==> src/rtl/chess_clock_pkg.sv <==
// Shared widths, limits and FSM encoding for the chess time counter slice.
package chess_clock_pkg;

  localparam int unsigned MIN_W   = 7;
  localparam int unsigned SEC_W   = 6;
  localparam int unsigned SEC_MAX = 59;
  localparam int unsigned MIN_MAX = 99;

  typedef enum logic [1:0] {
    IDLE,
    RUN_A,
    RUN_B,
    OVER
  } state_e;

  // True when one more decrement reaches 00:00.
  function automatic logic is_last_sec(input logic [MIN_W-1:0] m,
                                       input logic [SEC_W-1:0] s);
    return (m == '0) && (s == SEC_W'(1));
  endfunction

endpackage

==> src/rtl/chess_time_counter_if.sv <==
// Bundle between the chess clock controller (master) and the time counter (slave).
interface chess_time_counter_if;
  import chess_clock_pkg::*;

  logic             time_a;
  logic             time_b;
  logic             clr;
  logic [MIN_W-1:0] a_min;
  logic [SEC_W-1:0] a_sec;
  logic [MIN_W-1:0] b_min;
  logic [SEC_W-1:0] b_sec;
  logic             a_flag;
  logic             b_flag;
  logic             game_over;

  modport master (
    output time_a, time_b, clr,
    input  a_min, a_sec, b_min, b_sec, a_flag, b_flag, game_over
  );

  modport slave (
    input  time_a, time_b, clr,
    output a_min, a_sec, b_min, b_sec, a_flag, b_flag, game_over
  );

endinterface

==> src/rtl/chess_mmss_down.sv <==
// One player's minutes:seconds register with load, decrement and (CHESS_INCREMENT_EN) increment.
module chess_mmss_down
  import chess_clock_pkg::*;
#(
  parameter int unsigned INIT_MIN = 5
`ifdef CHESS_INCREMENT_EN
  ,
  parameter int unsigned INC_SEC  = 2
`endif
) (
  input  logic             clk_i,
  input  logic             load_i,
  input  logic             dec_i,
`ifdef CHESS_INCREMENT_EN
  input  logic             inc_i,
`endif
  output logic [MIN_W-1:0] min_o,
  output logic [SEC_W-1:0] sec_o,
  output logic             zero_o
);

  logic [MIN_W-1:0] min_q, min_d;
  logic [SEC_W-1:0] sec_q, sec_d;
`ifdef CHESS_INCREMENT_EN
  logic [SEC_W:0]   sec_sum;
`endif

  always_comb begin
    min_d = min_q;
    sec_d = sec_q;
`ifdef CHESS_INCREMENT_EN
    sec_sum = {1'b0, sec_q} + (SEC_W+1)'(INC_SEC);
`endif
    if (load_i) begin
      min_d = MIN_W'(INIT_MIN);
      sec_d = '0;
    end
`ifdef CHESS_INCREMENT_EN
    else if (inc_i) begin
      if (sec_sum > (SEC_W+1)'(SEC_MAX)) begin
        // Carry into minutes, saturating at 99:59.
        if (min_q >= MIN_W'(MIN_MAX)) begin
          min_d = MIN_W'(MIN_MAX);
          sec_d = SEC_W'(SEC_MAX);
        end else begin
          min_d = min_q + 1'b1;
          sec_d = SEC_W'(sec_sum - (SEC_W+1)'(SEC_MAX + 1));
        end
      end else begin
        sec_d = SEC_W'(sec_sum);
      end
    end
`endif
    else if (dec_i) begin
      if (sec_q != '0) begin
        sec_d = sec_q - 1'b1;
      end else if (min_q != '0) begin
        min_d = min_q - 1'b1;
        sec_d = SEC_W'(SEC_MAX);
      end
    end
  end

  // Reset arrives through load_i, which the parent drives from reset | clr.
  always_ff @(posedge clk_i) begin
    min_q <= min_d;
    sec_q <= sec_d;
  end

  assign min_o  = min_q;
  assign sec_o  = sec_q;
  assign zero_o = (min_q == '0) && (sec_q == '0);

endmodule

==> src/rtl/chess_time_counter.sv <==
// Two-player countdown with prescaler, sticky timeout flags and game-over FSM.
// Optional per-turn increment is enabled by defining CHESS_INCREMENT_EN.
module chess_time_counter
  import chess_clock_pkg::*;
#(
  parameter int unsigned INIT_MIN      = 5,
  parameter int unsigned TICKS_PER_SEC = 4,
  parameter int unsigned INC_SEC       = 2
) (
  input  logic                 clk,
  input  logic                 reset,
  chess_time_counter_if.slave  bus
);

  localparam int unsigned PW = (TICKS_PER_SEC > 1) ? $clog2(TICKS_PER_SEC) : 1;
  localparam logic [PW-1:0] TLAST = PW'(TICKS_PER_SEC - 1);

  if ((INIT_MIN < 1) || (INIT_MIN > MIN_MAX)) begin : g_bad_init_min
    $error("INIT_MIN must be 1..99");
  end
  if (TICKS_PER_SEC < 1) begin : g_bad_ticks
    $error("TICKS_PER_SEC must be >= 1");
  end
  if (INC_SEC > SEC_MAX) begin : g_bad_inc
    $error("INC_SEC must be 0..59");
  end

  state_e           state_q, state_d, live_s;
  logic [PW-1:0]    presc_q, presc_d, presc_eff;
  logic             a_flag_q, a_flag_d, b_flag_q, b_flag_d;
  logic             running, tick, tick_a, tick_b;
  logic             load;
  logic [MIN_W-1:0] a_min_s, b_min_s;
  logic [SEC_W-1:0] a_sec_s, b_sec_s;
  logic             a_zero, b_zero, a_last, b_last;
`ifdef CHESS_INCREMENT_EN
  logic             inc_a_q, inc_a_d, inc_b_q, inc_b_d;
`endif

  assign load   = reset | bus.clr;
  assign a_last = is_last_sec(a_min_s, a_sec_s);
  assign b_last = is_last_sec(b_min_s, b_sec_s);

  // live_s decodes this cycle's inputs while state_q holds last cycle's state, so a
  // turn change zeroes the prescaler in the same cycle and the first decrement lands
  // TICKS_PER_SEC edges after the enable rises.
  always_comb begin
    live_s = IDLE;
    if (state_q == OVER)                     live_s = OVER;
    else if (bus.time_a && !bus.time_b)      live_s = RUN_A;
    else if (bus.time_b && !bus.time_a)      live_s = RUN_B;

    running   = (live_s == RUN_A) || (live_s == RUN_B);
    presc_eff = (live_s != state_q) ? '0 : presc_q;
    tick      = running && (presc_eff == TLAST);
    tick_a    = tick && (live_s == RUN_A) && !a_zero;
    tick_b    = tick && (live_s == RUN_B) && !b_zero;
`ifdef CHESS_INCREMENT_EN
    tick_a    = tick_a && !inc_a_q;
    tick_b    = tick_b && !inc_b_q;
    inc_a_d   = (state_q == RUN_A) && (live_s != RUN_A) && !(a_flag_q || b_flag_q);
    inc_b_d   = (state_q == RUN_B) && (live_s != RUN_B) && !(a_flag_q || b_flag_q);
`endif

    presc_d = presc_eff;
    if (running) presc_d = tick ? '0 : presc_eff + 1'b1;

    a_flag_d = a_flag_q || (tick_a && a_last);
    b_flag_d = b_flag_q || (tick_b && b_last);
    state_d  = (a_flag_d || b_flag_d) ? OVER : live_s;
  end

  always_ff @(posedge clk) begin
    if (reset || bus.clr) begin
      state_q  <= IDLE;
      presc_q  <= '0;
      a_flag_q <= 1'b0;
      b_flag_q <= 1'b0;
`ifdef CHESS_INCREMENT_EN
      inc_a_q  <= 1'b0;
      inc_b_q  <= 1'b0;
`endif
    end else begin
      state_q  <= state_d;
      presc_q  <= presc_d;
      a_flag_q <= a_flag_d;
      b_flag_q <= b_flag_d;
`ifdef CHESS_INCREMENT_EN
      inc_a_q  <= inc_a_d;
      inc_b_q  <= inc_b_d;
`endif
    end
  end

  chess_mmss_down #(
    .INIT_MIN (INIT_MIN)
`ifdef CHESS_INCREMENT_EN
    ,
    .INC_SEC  (INC_SEC)
`endif
  ) u_player_a (
    .clk_i  (clk),
    .load_i (load),
    .dec_i  (tick_a),
`ifdef CHESS_INCREMENT_EN
    .inc_i  (inc_a_q),
`endif
    .min_o  (a_min_s),
    .sec_o  (a_sec_s),
    .zero_o (a_zero)
  );

  chess_mmss_down #(
    .INIT_MIN (INIT_MIN)
`ifdef CHESS_INCREMENT_EN
    ,
    .INC_SEC  (INC_SEC)
`endif
  ) u_player_b (
    .clk_i  (clk),
    .load_i (load),
    .dec_i  (tick_b),
`ifdef CHESS_INCREMENT_EN
    .inc_i  (inc_b_q),
`endif
    .min_o  (b_min_s),
    .sec_o  (b_sec_s),
    .zero_o (b_zero)
  );

  assign bus.a_min     = a_min_s;
  assign bus.a_sec     = a_sec_s;
  assign bus.b_min     = b_min_s;
  assign bus.b_sec     = b_sec_s;
  assign bus.a_flag    = a_flag_q;
  assign bus.b_flag    = b_flag_q;
  assign bus.game_over = a_flag_q || b_flag_q;

endmodule

==> src/flat_wrapper.sv <==
// flat-port wrapper written by rule: the top's interface ports become plain ports
module chess_time_counter_flat import chess_clock_pkg::*;
#(
  parameter int unsigned INIT_MIN      = 5,
  parameter int unsigned TICKS_PER_SEC = 4,
  parameter int unsigned INC_SEC       = 2
)
  (clk, reset, bus_time_a, bus_time_b, bus_clr, bus_a_min, bus_a_sec, bus_b_min, bus_b_sec, bus_a_flag, bus_b_flag, bus_game_over);
  chess_time_counter_if bus_i ();
  input  logic clk;
  input  logic reset;
  input wire logic [$bits(bus_i.time_a)-1:0] bus_time_a;
  input wire logic [$bits(bus_i.time_b)-1:0] bus_time_b;
  input wire logic [$bits(bus_i.clr)-1:0] bus_clr;
  output wire logic [$bits(bus_i.a_min)-1:0] bus_a_min;
  output wire logic [$bits(bus_i.a_sec)-1:0] bus_a_sec;
  output wire logic [$bits(bus_i.b_min)-1:0] bus_b_min;
  output wire logic [$bits(bus_i.b_sec)-1:0] bus_b_sec;
  output wire logic [$bits(bus_i.a_flag)-1:0] bus_a_flag;
  output wire logic [$bits(bus_i.b_flag)-1:0] bus_b_flag;
  output wire logic [$bits(bus_i.game_over)-1:0] bus_game_over;
  assign bus_i.time_a = bus_time_a;
  assign bus_i.time_b = bus_time_b;
  assign bus_i.clr = bus_clr;
  assign bus_a_min = bus_i.a_min;
  assign bus_a_sec = bus_i.a_sec;
  assign bus_b_min = bus_i.b_min;
  assign bus_b_sec = bus_i.b_sec;
  assign bus_a_flag = bus_i.a_flag;
  assign bus_b_flag = bus_i.b_flag;
  assign bus_game_over = bus_i.game_over;
  chess_time_counter #(.INIT_MIN(INIT_MIN), .TICKS_PER_SEC(TICKS_PER_SEC), .INC_SEC(INC_SEC)) u_core (.clk(clk), .reset(reset), .bus(bus_i));
endmodule
==> config.mk <==
export PLATFORM = sky130hd
export DESIGN_NAME = chess_time_counter_flat
export DESIGN_NICKNAME = d
export VERILOG_FILES = /design/src/rtl/chess_clock_pkg.sv /design/src/rtl/chess_time_counter_if.sv /design/src/rtl/chess_mmss_down.sv /design/src/rtl/chess_time_counter.sv /design/src/flat_wrapper.sv
export SDC_FILE = /design/constraint.sdc
export NUM_CORES = 1
export LEC_CHECK = 0
export CORE_UTILIZATION = 43
export DETAILED_ROUTE_END_ITERATION = 7
export GPL_TIMING_DRIVEN = 1
export PLACE_DENSITY = 0.71
export SLEW_MARGIN = 40
export SYNTH_ARGS = -nofsm -noshare
export SYNTH_HDL_FRONTEND = slang
export SYNTH_SLANG_ARGS = --single-unit
==> constraint.sdc <==
create_clock -name clk -period 3.3 [get_ports clk]
set_input_delay 0.825 -clock clk [delete_from_list [all_inputs] [get_ports clk]]
set_output_delay 0.825 -clock clk [all_outputs]
set_load 0.02 [all_outputs]
# --- Word-level counts from Yosys, hierarchy flattened ---
# Index checks and enable logic that the tools add are counted.
word_totals:
  reg_bits: 32
  inputBits: 5
  output_inout_bits: 29
classes:
  add_sub_neg: 5
  n_bitwise: 3
  reduce_logical: 37
  mux: 11
  n_eq_ne: 7
ops:
  columns: ["cell", "count"]
  rows:
  - ["2-to-1 mux 6 bit", 4]
  - ["zero test 7 bit", 2]
  - ["2-to-1 mux 2 bit", 7]
  - ["nonzero test 7 bit", 2]
  - ["subtractor 7 x 1 -> 7 bit, second input constant", 2]
  - ["logical AND 1 bit", 13]
  - ["== test 6 x 1 -> 1 bit, second input constant", 2]
  - ["zero test 6 bit", 2]
  - ["nonzero test 6 bit", 2]
  - ["subtractor 6 x 1 -> 6 bit, second input constant", 2]
  - ["== test 2 bit, second input constant", 3]
  - ["logical OR 1 bit", 6]
  - ["AND reduction 3 bit", 2]
  - ["zero test 1 bit", 4]
  - ["AND reduction 2 bit", 2]
  - ["nonzero test 2 bit", 2]
  - ["adder 2 x 1 -> 2 bit, second input constant", 1]
  - ["== test 2 x 1 -> 1 bit, second input constant", 1]
  - ["!= test 2 bit", 1]
  - ["NOT 1 bit", 2]
  - ["bitwise OR 1 bit", 1]

# --- Logic depth before layout (Yosys ltp) ---
# Gate-level depths: netlist of the first run.
logic_depth:
  depth_word: 15
  mapped_depth: 9
  ltp_nobuf: 9

# --- By module ---
# From an unflattened synthesis of the first run, not the netlist that was laid out.
hier_totals:
  hier_cells: 210
  area_unflattened_um2: 1941.9
modules_own_cells:
  columns: ["module", "n_inst", "area_per_inst_um2", "seq_area_each_um2", "cells_each"]
  rows:
  - ["chess_mmss_down", 2, 757.0, 260.2, 82]
  - ["chess_time_counter", 1, 427.9, 120.1, 46]

# --- Worst setup path before layout of the first run ---
# No wires, ideal clock.
synth_path:
  path_kind: "input to register"
  from: "input port bus_time_b"
  to: "register u_core.u_player_b.sec_q[3] (netlist: u_core.u_player_b.sec_o[3])"
  path_stages: 8
  slack_ns: 0.312
  n_path_buf: 0
  arrival_ns: 2.897
  cell_sequence: "nor2b_1 > or4_1 > a31oi_1 > ha_1 > nand3b_1 > a31oi_1 > a211oi_1 > a311oi_1"
synth_between:
  elab_chain_len: 11
  elab_cells_between_ends: 16
  classes_between: "eq/ne: 4; mux: 4; reduce/logical: 8"
synth_lines:
  columns: ["element", "line_no", "rtl"]
  rows:
  - ["start, declared", "flat_wrapper.sv:13", "input wire logic [$bits(bus_i.time_b)-1:0] bus_time_b;"]
  - ["logical AND 1 bit or zero test 1 bit (tied branches)", "chess_time_counter.sv:51, chess_time_counter.sv:50", null]
  - ["2-to-1 mux 2 bit or logical AND 1 bit (tied branches)", "chess_time_counter.sv:51, chess_time_counter.sv:50", null]
  - ["2-to-1 mux 2 bit *", "chess_time_counter.sv:50", "else if (bus.time_a && !bus.time_b) live_s = RUN_A;"]
  - ["2-to-1 mux 2 bit *", "chess_time_counter.sv:49", "if (state_q == OVER) live_s = OVER;"]
  - ["!= test 2 bit", "chess_time_counter.sv:54", "presc_eff = (live_s != state_q) ? '0 : presc_q;"]
  - ["2-to-1 mux 2 bit", "chess_time_counter.sv:54", null]
  - ["== test 2 bit", "chess_time_counter.sv:55", "tick = running && (presc_eff == TLAST);"]
  - ["logical AND 1 bit", "chess_time_counter.sv:55", null]
  - ["logical AND 1 bit * (2 in a row)", "chess_time_counter.sv:57", "tick_b = tick && (live_s == RUN_B) && !b_zero;"]
  - ["AND reduction 2 bit (no line) *", null, null]
  - ["end signal, assigned", "chess_mmss_down.sv:67", "sec_q <= sec_d;"]
  - ["end, declared", "chess_mmss_down.sv:23", "logic [SEC_W-1:0] sec_q, sec_d;"]
# Mark *: on every way between the ends. The rest lies on a longest branch, timed or not.
# A chain may end at the register's enable or synchronous reset.

# --- Worst setup path in the final report of the first run ---
layout_path:
  from: "input port bus_time_b"
  to: "register u_core.u_player_a.min_q[1] (netlist: u_core.u_player_a.min_o[1])"
layout_between:
  elab_chain_len: 11
  elab_cells_between_ends: 16
  classes_between: "eq/ne: 4; mux: 4; reduce/logical: 8"
layout_lines:
  columns: ["element", "line_no", "rtl"]
  rows:
  - ["logical AND 1 bit or zero test 1 bit (tied branches)", "chess_time_counter.sv:51, chess_time_counter.sv:50", null]
  - ["2-to-1 mux 2 bit or logical AND 1 bit (tied branches)", "chess_time_counter.sv:51, chess_time_counter.sv:50", null]
  - ["2-to-1 mux 2 bit *", "chess_time_counter.sv:50", null]
  - ["2-to-1 mux 2 bit *", "chess_time_counter.sv:49", null]
  - ["!= test 2 bit", "chess_time_counter.sv:54", null]
  - ["2-to-1 mux 2 bit", "chess_time_counter.sv:54", null]
  - ["== test 2 bit", "chess_time_counter.sv:55", null]
  - ["logical AND 1 bit", "chess_time_counter.sv:55", null]
  - ["logical AND 1 bit * (2 in a row)", "chess_time_counter.sv:56", "tick_a = tick && (live_s == RUN_A) && !a_zero;"]
  - ["AND reduction 3 bit (no line) *", null, null]
  - ["end signal, assigned", "chess_mmss_down.sv:66", "min_q <= min_d;"]
  - ["end, declared", "chess_mmss_down.sv:22", "logic [MIN_W-1:0] min_q, min_d;"]
# Marks and branches as above.

==> metrics.yaml, run 1 <==
outcome:
  status: "completed"
routing:
  dr_wl_met3_um: 161
  first_pass_iters: 4
  met2_length_um: 1728
  vias_per_cell: 5.241
  route.detailed.drc: 0
  vias: 1546
  dr.max_layer_used: "met4"
  ant_nets: 0
  wl_per_cell_um: 12.26
  drt_iter0_drc: 35
  wirelength_met1_um: 1675
  wirelength_um: 3616
timing:
  rsz0062_at_grt: "yes"
  hold_slack_ns: 0.4894
  worst_slack_ns: 0.1173
  drv_slew: 0
  skew_ns: 0.005682
  fin_crit_ns: 3.183
  fin_crit_sh: 0.9645
  slew_headroom: 0.5456
  worstMarginPinSlew_ns: 0.6790
  fmax_ghz: 0.3142
  setup_violations: 0
  hold_violations: 0
critical_path:
  worstPathMaxFanout: 6
  arrival_ns: 3.38
  crit_type: "primary input to register"
  cp-start-kind: "primary input"
  critPathCaptureType: "register"
  worstPathRequired_ns: 3.50
finish:
  fill_cells: 344
  syn_to_final_growth_pct: 34.45
  final_core_util: 0.6116
  drive_gt1_frac: 0.1093
  regArea_um2: 640.6
  final_cells: 295
  multi_input_area_um2: 969.7
  diodes: 0
  nets: 263
cts:
  clock_latency_ns: 0.28
  max-clock-path-buffers: 2
  numCtsBuffers: 5
  cts_max_level: 2
  cts_tree: "built"
  cts.clk_slew.worst_paths_ns: 0.07
  root_buffer: "clkbuf_8"
  cts.sinks: 32
  hold_buffers: 0
power_and_ir_drop:
  power_density_nw_per_um2: 325.3
  p_leak_nw: 0.8173
  ir_worst_vdd_uv: 263.4
  total_power_uw: 733.8
floorplanning:
  io_pins: 34
  core-area_um2: 3689
  initial_core_util: 0.4549
  row_count: 22
  die_w_um: 64.47
  dieArea_um2: 4156
  fp.dieH_um: 64.47
yosys:
  synth_edf_count: 0
  ys_ff_latch: 32
  synth_ff_type: "dfxtp_1"
  syn_area_per_cell_um2: 8.604
  syn-num-nets: 212
  ys_seq_area_frac: 0.3818
  syn_inst: 195
  yosys_warnings: 0
  syn-cell-area_um2: 1678
  synth_cell_types: 36
  async_flop_share: 0
grt:
  antenna_found_initial: 0
  grt_overflow_total: 0
  grt_pass1_wl_um: 5989
  grt_pass1_vias: 1412
  track_usage: 0.1883
  grt_max_degree: 25
place:
  dpl.cell_count: 287
  dp_slack_ns: -0.1741
  post-dp-hpwl_um: 2637
  io_buffers: 33
  place_congestion: 0.8181
hold_path:
  hold_class: "register to register"
flow_run:
  drv_cap: 0
## cell families (layout without fill, tap and decap cells)
group | count (synthesis) | count (layout) | synth area share
and+or+nand+nor | 88 | 88 | 0.2916
DFF | 32 | 32 | 0.3818
AOI/OAI and AO/OA | 31 | 31 | 0.1230
buffers and inverters | 18 | 70 | 0.04027
xor gates and xnor gates | 13 | 13 | 0.06786
adders and majority gates | 12 | 12 | 0.08948
muxes | 1 | 1 | 0.005966
## state kept, by name, indices dropped and copies added (netlist names)
| signal | flops |
|---|---|
| u_core.u_player_b.sec_o | 6 |
| u_core.bus.b_flag | 1 |
| u_core.presc_q | 2 |
| u_core.u_player_b.min_o | 7 |
| u_core.u_player_a.sec_o | 6 |
| u_core.u_player_a.min_o | 7 |
| u_core.state_q | 2 |
| u_core.bus.a_flag | 1 |
## path summary, 6_finish.rpt
path         depth (start not counted)                    endpoint  slack, ns                  startpoint
max reg2reg                          9  u_core.u_player_a.min_o[1]       0.84           u_core.state_q[1]
min reg2reg                          2  u_core.u_player_b.min_o[6]       0.49  u_core.u_player_b.min_o[6]
min                                  2  u_core.u_player_b.min_o[6]       0.49  u_core.u_player_b.min_o[6]
max                                 11  u_core.u_player_a.min_o[1]       0.12                  bus_time_b
## metrics by stage
step                      setup TNS [ns]  cell area, um^2
after global routing             -0.1084             2256
after floorplan                        0             1678
after global placement           -0.4505             2166
final                                  0             2256
after detailed placement          -1.667             2166
after CTS                              0             2256
## metal layers
metal  up-vias  track usage
met5         -            0
met4         0       0.1056
met3         5      0.04930
met2        35       0.3171
met1       714       0.2148
li1        792            -
## timing repair
item / CTS / global route
gates resized for setup: 0 / 0
setup endpoints to repair: 0 / 6
setup buffers: 0 / 0
## layout make-up
cell class	instances	share of cell area
repair buffers	48	0.1963
clock buffers	8	0.03993
flip-flops and latches	32	0.2840
inverters	14	0.02329
multi-input cells	145	0.4298
well taps	48	0.02662
## power by group
| group | internal, mW | switching, mW | total (mW) |
|---|---|---|---|
| Clock | 0.170 | 0.143 | 0.313 |
| Combinational | 0.0164 | 0.0164 | 0.0327 |
| Sequential | 0.388 | 0.000870 | 0.389 |
| Total | 0.574 | 0.160 | 0.734 |
## worst max-delay path: stages
cell and delay [ns]:
clkdlybuf4s50_1 0.41, nor2b_1 0.15, or4_1 0.50, a31oi_1 0.21
ha_1 0.25, and3b_1 0.21, nand3_1 0.19, nor2_1 0.22
buf_4 0.17, nor2_1 0.05, a211oi_1 0.19
## cells in the mapped netlist, types with 3 or more instances
library cell / number / share of area
a211oi_1: 8 / 0.036
a21oi_1: 5 / 0.015
a311oi_1: 3 / 0.016
a31oi_1: 8 / 0.030
clkbuf_1: 4 / 0.0089
dfxtp_1: 32 / 0.38
ha_1: 12 / 0.089
inv_1: 14 / 0.031
nand2_1: 12 / 0.027
nand3_1: 5 / 0.015
nor2_1: 28 / 0.063
nor2b_1: 3 / 0.011
nor3_1: 8 / 0.024
nor3b_1: 4 / 0.018
nor4_1: 7 / 0.026
o21ai_0: 4 / 0.012
or3_1: 4 / 0.015
xnor2_1: 11 / 0.057
## layout by cell type, fill, tap and decap left out, types with 5 or more instances in the layout
cell and count:
clkdlybuf4s50_1 33, dfxtp_1 32, nor2_1 28, buf_4 15, inv_1 14, nand2_1 12, ha_1 12, xnor2_1 11
a31oi_1 8, nor3_1 8, a211oi_1 8, nor4_1 7, clkbuf_8 6, a21oi_1 5, nand3_1 5
(Power assumes the default switching activity.)
==> run 2: changes to the inputs <==
DONT_BUFFER_PORTS = 1   (was unset)
PLACE_DENSITY = 0.6   (was 0.71)
==> metrics.yaml, run 2 (same netlist as run 1, synthesis figures left out) <==
critical_path:
  slowest_delay_ns: 0.49  # was 0.50 ns
  arrival_ns: 3.03  # was 3.38 ns
  cp-start-kind: "primary input"  # unchanged
  worstPathCellList: "nor2b_1 > or4_1 > a31oi_1 > ha_1 > nand3b_1 > a31oi_1 > buf_4 > a211oi_1 > a311oi_1"  # was clkdlybuf4s50_1 > nor2b_1 > or4_1 > a31oi_1 > ha_1 > and3b_1 > nand3_1 > nor2_1 > buf_4 > nor2_1 > a211oi_1
  crit_buf_inv: 1  # was 2
  critPathCaptureType: "register"  # unchanged
  crit_type: "primary input to register"  # unchanged
  worstPathMaxFanout: 9  # was 6
  critical_path.top_delay_family: "simple AND/OR/NAND/NOR gates"  # unchanged
  slowest_stage: "or4_1"  # unchanged
  path_common_cell: "a31oi_1"  # was nor2_1
  worstPathRequired_ns: 3.49  # was 3.50 ns
finish:
  syn_to_final_growth_pct: 9.396  # was 34.45%
  mostFrequentLayoutCells: "dfxtp_1 (32), nor2_1 (28), inv_1 (14)"  # was clkdlybuf4s50_1 (33), dfxtp_1 (32), nor2_1 (28)
  drive_gt1_frac: 0.07426  # was 0.1093
  diodes: 0  # unchanged
  layout_commonest_cell: "dfxtp_1"  # was clkdlybuf4s50_1
  nets: 218  # was 263
  stdcell_area_um2: 1836  # was 2256 um^2
grt:
  track_usage: 0.1921  # was 0.1883
  grt_pass1_vias: 1354  # was 1,412
  antenna_found_initial: 0  # unchanged
  grt_overflow_total: 0  # unchanged
  grt_max_degree: 25  # unchanged
  grt_pass1_wl_um: 6120  # was 5989 um
floorplanning:
  fp.dieH_um: 64.47  # unchanged
  row_count: 22  # unchanged
  die_w_um: 64.47  # unchanged
  core-area_um2: 3689  # unchanged
  dieArea_um2: 4156  # unchanged
  io_pins: 34  # unchanged
  initial_core_util: 0.4549  # unchanged
cts:
  clock_latency_ns: 0.28  # about the same
  post_cts_buffers: 0  # unchanged
  hold_buffers: 0  # unchanged
  cts.clk_slew.worst_paths_ns: 0.06  # was 0.07 ns
  cts_tree: "built"  # unchanged
  cts.repair.resized: 0  # unchanged
  root_buffer: "clkbuf_8"  # unchanged
  numCtsBuffers: 5  # unchanged
  cts_max_level: 2  # unchanged
  max-clock-path-buffers: 2  # unchanged
  cts.sinks: 32  # unchanged
place:
  placed_area_um2: 1745  # was 2166 um^2
  dp_slack_ns: 0.1723  # was -0.1741 ns
  place_congestion: 0.8241  # was 0.8181
  post-dp-hpwl_um: 2547  # was 2637 um
  io_buffers: 0  # was 33
timing:
  fmax_ghz: 0.3519  # was 0.3142 GHz
  hold_violations: 0  # unchanged
  fin_crit_ns: 2.841  # was 3.183 ns
  slew_headroom: 0.5048  # was 0.5456
  drv_slew: 0  # unchanged
  worstMarginPinSlew_ns: 0.7400  # was 0.6790 ns
  worst_slack_ns: 0.4585  # was 0.1173 ns
  setup_violations: 0  # unchanged
  skew_ns: 0.004294  # was 0.005682 ns
  rsz0062_at_grt: "no"  # was yes
  fin_tns_setup_ns: 0  # unchanged
  fin_crit_sh: 0.8611  # was 0.9645
routing:
  vias: 1400  # was 1,546
  wl_per_cell_um: 14.48  # was 12.26 um
  first_pass_iters: 4  # unchanged
  vias_per_cell: 5.600  # was 5.241
  wirelength_um: 3621  # was 3616 um
  route.detailed.drc: 0  # unchanged
  ant_nets: 0  # unchanged
  drt_iter0_drc: 68  # was 35
outcome:
  status: "completed"  # unchanged
power_and_ir_drop:
  p_clk_frac: 0.429  # was 0.426
  power_density_nw_per_um2: 391.2  # was 325.3 nW/um^2
  netSwitchingPower_uw: 153.1  # was 159.7 uW
  switching_share: 0.2132  # was 0.2177
  intPower_uw: 565.0  # was 574.0 uW
  seqPwrFrac: 0.541  # was 0.529
  combinationalPowerShare: 0.030  # was 0.045
  total_power_uw: 718.1  # was 733.8 uW
  p_leak_nw: 0.6398  # was 0.8173 nW
  ir_worst_vdd_uv: 218.7  # was 263.4 uV
flow_run:
  drv_cap: 0  # unchanged
hold_path:
  hold_class: "register to register"  # unchanged
run 2: changes by cell type in the layout (fill, tap and decap cells not counted):
cell,previous run,this run
clkdlybuf4s50_1,33,0
buf_4,15,3
run 2: final timing paths:
| check | start | endpoint | slack, ns | depth (start not counted) |
|---|---|---|---|---|
| setup / recovery | bus_time_b | u_core.u_player_b.sec_o[3] | 0.46 | 9 |
| hold / removal | u_core.bus.b_flag | u_core.bus.b_flag | 0.57 | 2 |
| setup reg to reg | u_core.state_q[1] | u_core.u_player_b.sec_o[3] | 0.74 | 8 |
| hold reg to reg | u_core.bus.b_flag | u_core.bus.b_flag | 0.57 | 2 |
run 2: final cells by class:
class / instances / area [um^2]
inverters: 14 / 52.55
well taps: 48 / 60.06
multi-input cells: 145 / 969.7
flip-flops and latches: 32 / 640.6
clock buffers: 8 / 90.09
repair buffers: 3 / 22.52
fillers: 389 / 1853
run 2: stage by stage:
stage | instances | utilization | hold WS (ns)
after floorplan | 195 | - | 0.5336
after global placement | 242 | 0.4732 | 0.5608
after detailed placement | 242 | 0.4732 | 0.5650
after CTS | 250 | 0.4976 | 0.5750
after global routing | 250 | 0.4976 | 0.6089
final | 250 | 0.4976 | 0.5680
run 2: per-layer routing:
layer / track usage / wire length [um]
met5: 0 / 0
met4: 0.08333 / 63
met3: 0.05282 / 169
met2: 0.3421 / 1829
met1: 0.2120 / 1560
run 2: power by group through the flow:
| stage | registers (mW) | logic (mW) | clock network, mW |
|---|---|---|---|
| 2_1_floorplan | 0.397 | 0.0177 | 0 |
| 3_3_place_gp | 0.397 | 0.0210 | 0 |
| 3_5_place_dp | 0.397 | 0.0219 | 0 |
| 4_1_cts | 0.389 | 0.0219 | 0.318 |
| 5_1_grt | 0.388 | 0.0241 | 0.334 |
| 6_report | 0.389 | 0.0216 | 0.308 |
run 2: worst reg2reg max path, cell delays in order, from the launching register on:
cell and delay, ns:
dfxtp_1 0.33, or4_1 0.55, a31oi_1 0.26, ha_1 0.26
nand3b_1 0.32, a31oi_1 0.25, buf_4 0.18, a211oi_1 0.07
a311oi_1 0.24
==> edit, RTL diff (config.mk and constraints of run 2) <==
The 4 states of `state_e` get a one-hot encoding in 4 bits.
--- a/src/rtl/chess_clock_pkg.sv
+++ b/src/rtl/chess_clock_pkg.sv
@@ -6,11 +6,11 @@
   localparam int unsigned SEC_MAX = 59;
   localparam int unsigned MIN_MAX = 99;
 
-  typedef enum logic [1:0] {
-    IDLE,
-    RUN_A,
-    RUN_B,
-    OVER
+  typedef enum logic [3:0] {
+    IDLE  = 4'b0001,
+    RUN_A = 4'b0010,
+    RUN_B = 4'b0100,
+    OVER  = 4'b1000
   } state_e;
 
   // True when one more decrement reaches 00:00.
Check against the original RTL: same outputs for any inputs over 10 cycles, from zero or initial values; not proved beyond that.
==> edit against run 2 <==
Synthesized cell count is 18% higher. Clock skew is 0.0060 ns higher. First-iteration DRC count is 78% higher. Core utilization is 1.6 points higher. Critical path depth is 2 higher. Synthesized area is 14% higher. Design area is 16% higher. Routed wire length is 19% higher. Combinational power is 42% higher. Total power is 2.5% higher. Setup slack worse by 0.19 ns. Cell count is 16% higher. Sequential cell count is 2 higher. Highest routed layer unchanged.
==> edit: results <==
metrics = {
    "outcome": {
        "outcome": "finished clean",
    },
    "worst_setup_path": {
        "r2r_slack_ns": 0.45,
        "r2r-end": "u_core.u_player_a.min_o[3]",
        "cp.arrival_ns": 3.24,
        "critPathLaunch": "bus_time_a",
        "worst_r2r_path_depth": 9,
    },
    "drt": {
        "m1WireLength_um": 2100,
        "dr_total_vias": 1732,
        "routed-wl-met3_um": 211,
        "vias_per_cell": 5.97,
        "drt_iter0_markers": 121,
    },
    "grt": {
        "use_met1_pct": 26.1,
        "grt_max_degree": 26,
        "met2_usage_pct": 29.5,
        "grtUsageTotal_pct": 19.7,
    },
    "sta": {
        "skew_ns": 0.0103,
        "max_slew_margin_pct": 42.6,
        "period_needed_ns": 3.03,
    },
    "place": {
        "dp_slack_ns": 0.0210,
        "place_hpwl_um": 3080,
        "placed_area_um2": 2050,
        "gp_congestion": 0.799,
    },
    "worst_hold_path": {
        "hold_end": "u_core.u_player_b.min_o[6]",
        "min_from": "u_core.u_player_b.min_o[6]",
    },
    "logic_synthesis": {
        "seq_area_frac_synth_pct": 35.4,
        "synth.area.top_cells": "dfxtp_1, ha_1, a21oi_1",
        "yosysUniqueCellTypes": 45,
        "synth_common_cells": "dfxtp_1, a21oi_1, inv_1",
        "syn_avg_cell_area_um2": 8.31,
    },
    "cells_and_area": {
        "final_layout_size_suffix_gt1_share_pct": 13.3,
        "layout.nets": 255,
    },
    "power_and_ir_drop": {
        "clock_power_share_pct": 39.7,
        "seq_power_w": 0.000413,
        "irDropWorstVdd_uv": 210,
        "leakage_nw": 0.742,
        "finalPower_w": 0.000736,
    },
}
==> edit: cell count changes after synthesis, moves of 5 or more <==
cell             run 2  this run
a21oi_1              5        22
nor2_1              28        13
xnor2_1             11         0
o31ai_1              0         9
or4_1                1        10
a211oi_1             8         3
clkbuf_1             4         9
inv_1               14        19
nand4_1              2         7
nor3_1               8         3
o21ai_0              4         9
==> edit: kinds of logic (layout without fill, tap and decap cells) <==
logic type                 after synthesis  after routing  share of synthesized area [%]
and+or+nand+nor                         94             94                           30.6
AOI/OAI and AO/OA                       61             61                           20.6
DFF                                     34             34                           35.4
buffers and inverters                   30             39                           5.93
adders and majority gates               10             10                           6.51
xor gates and xnor gates                 1              1                          0.456
muxes                                    1              1                          0.521
==> edit: final cells by class <==
cell class	count	area share (%)
clock buffer	7	3.59
tap	50	2.94
multi-input combinational	167	52.9
timing repair buffer	13	5.18
inverter	19	3.35
sequential	34	32.0
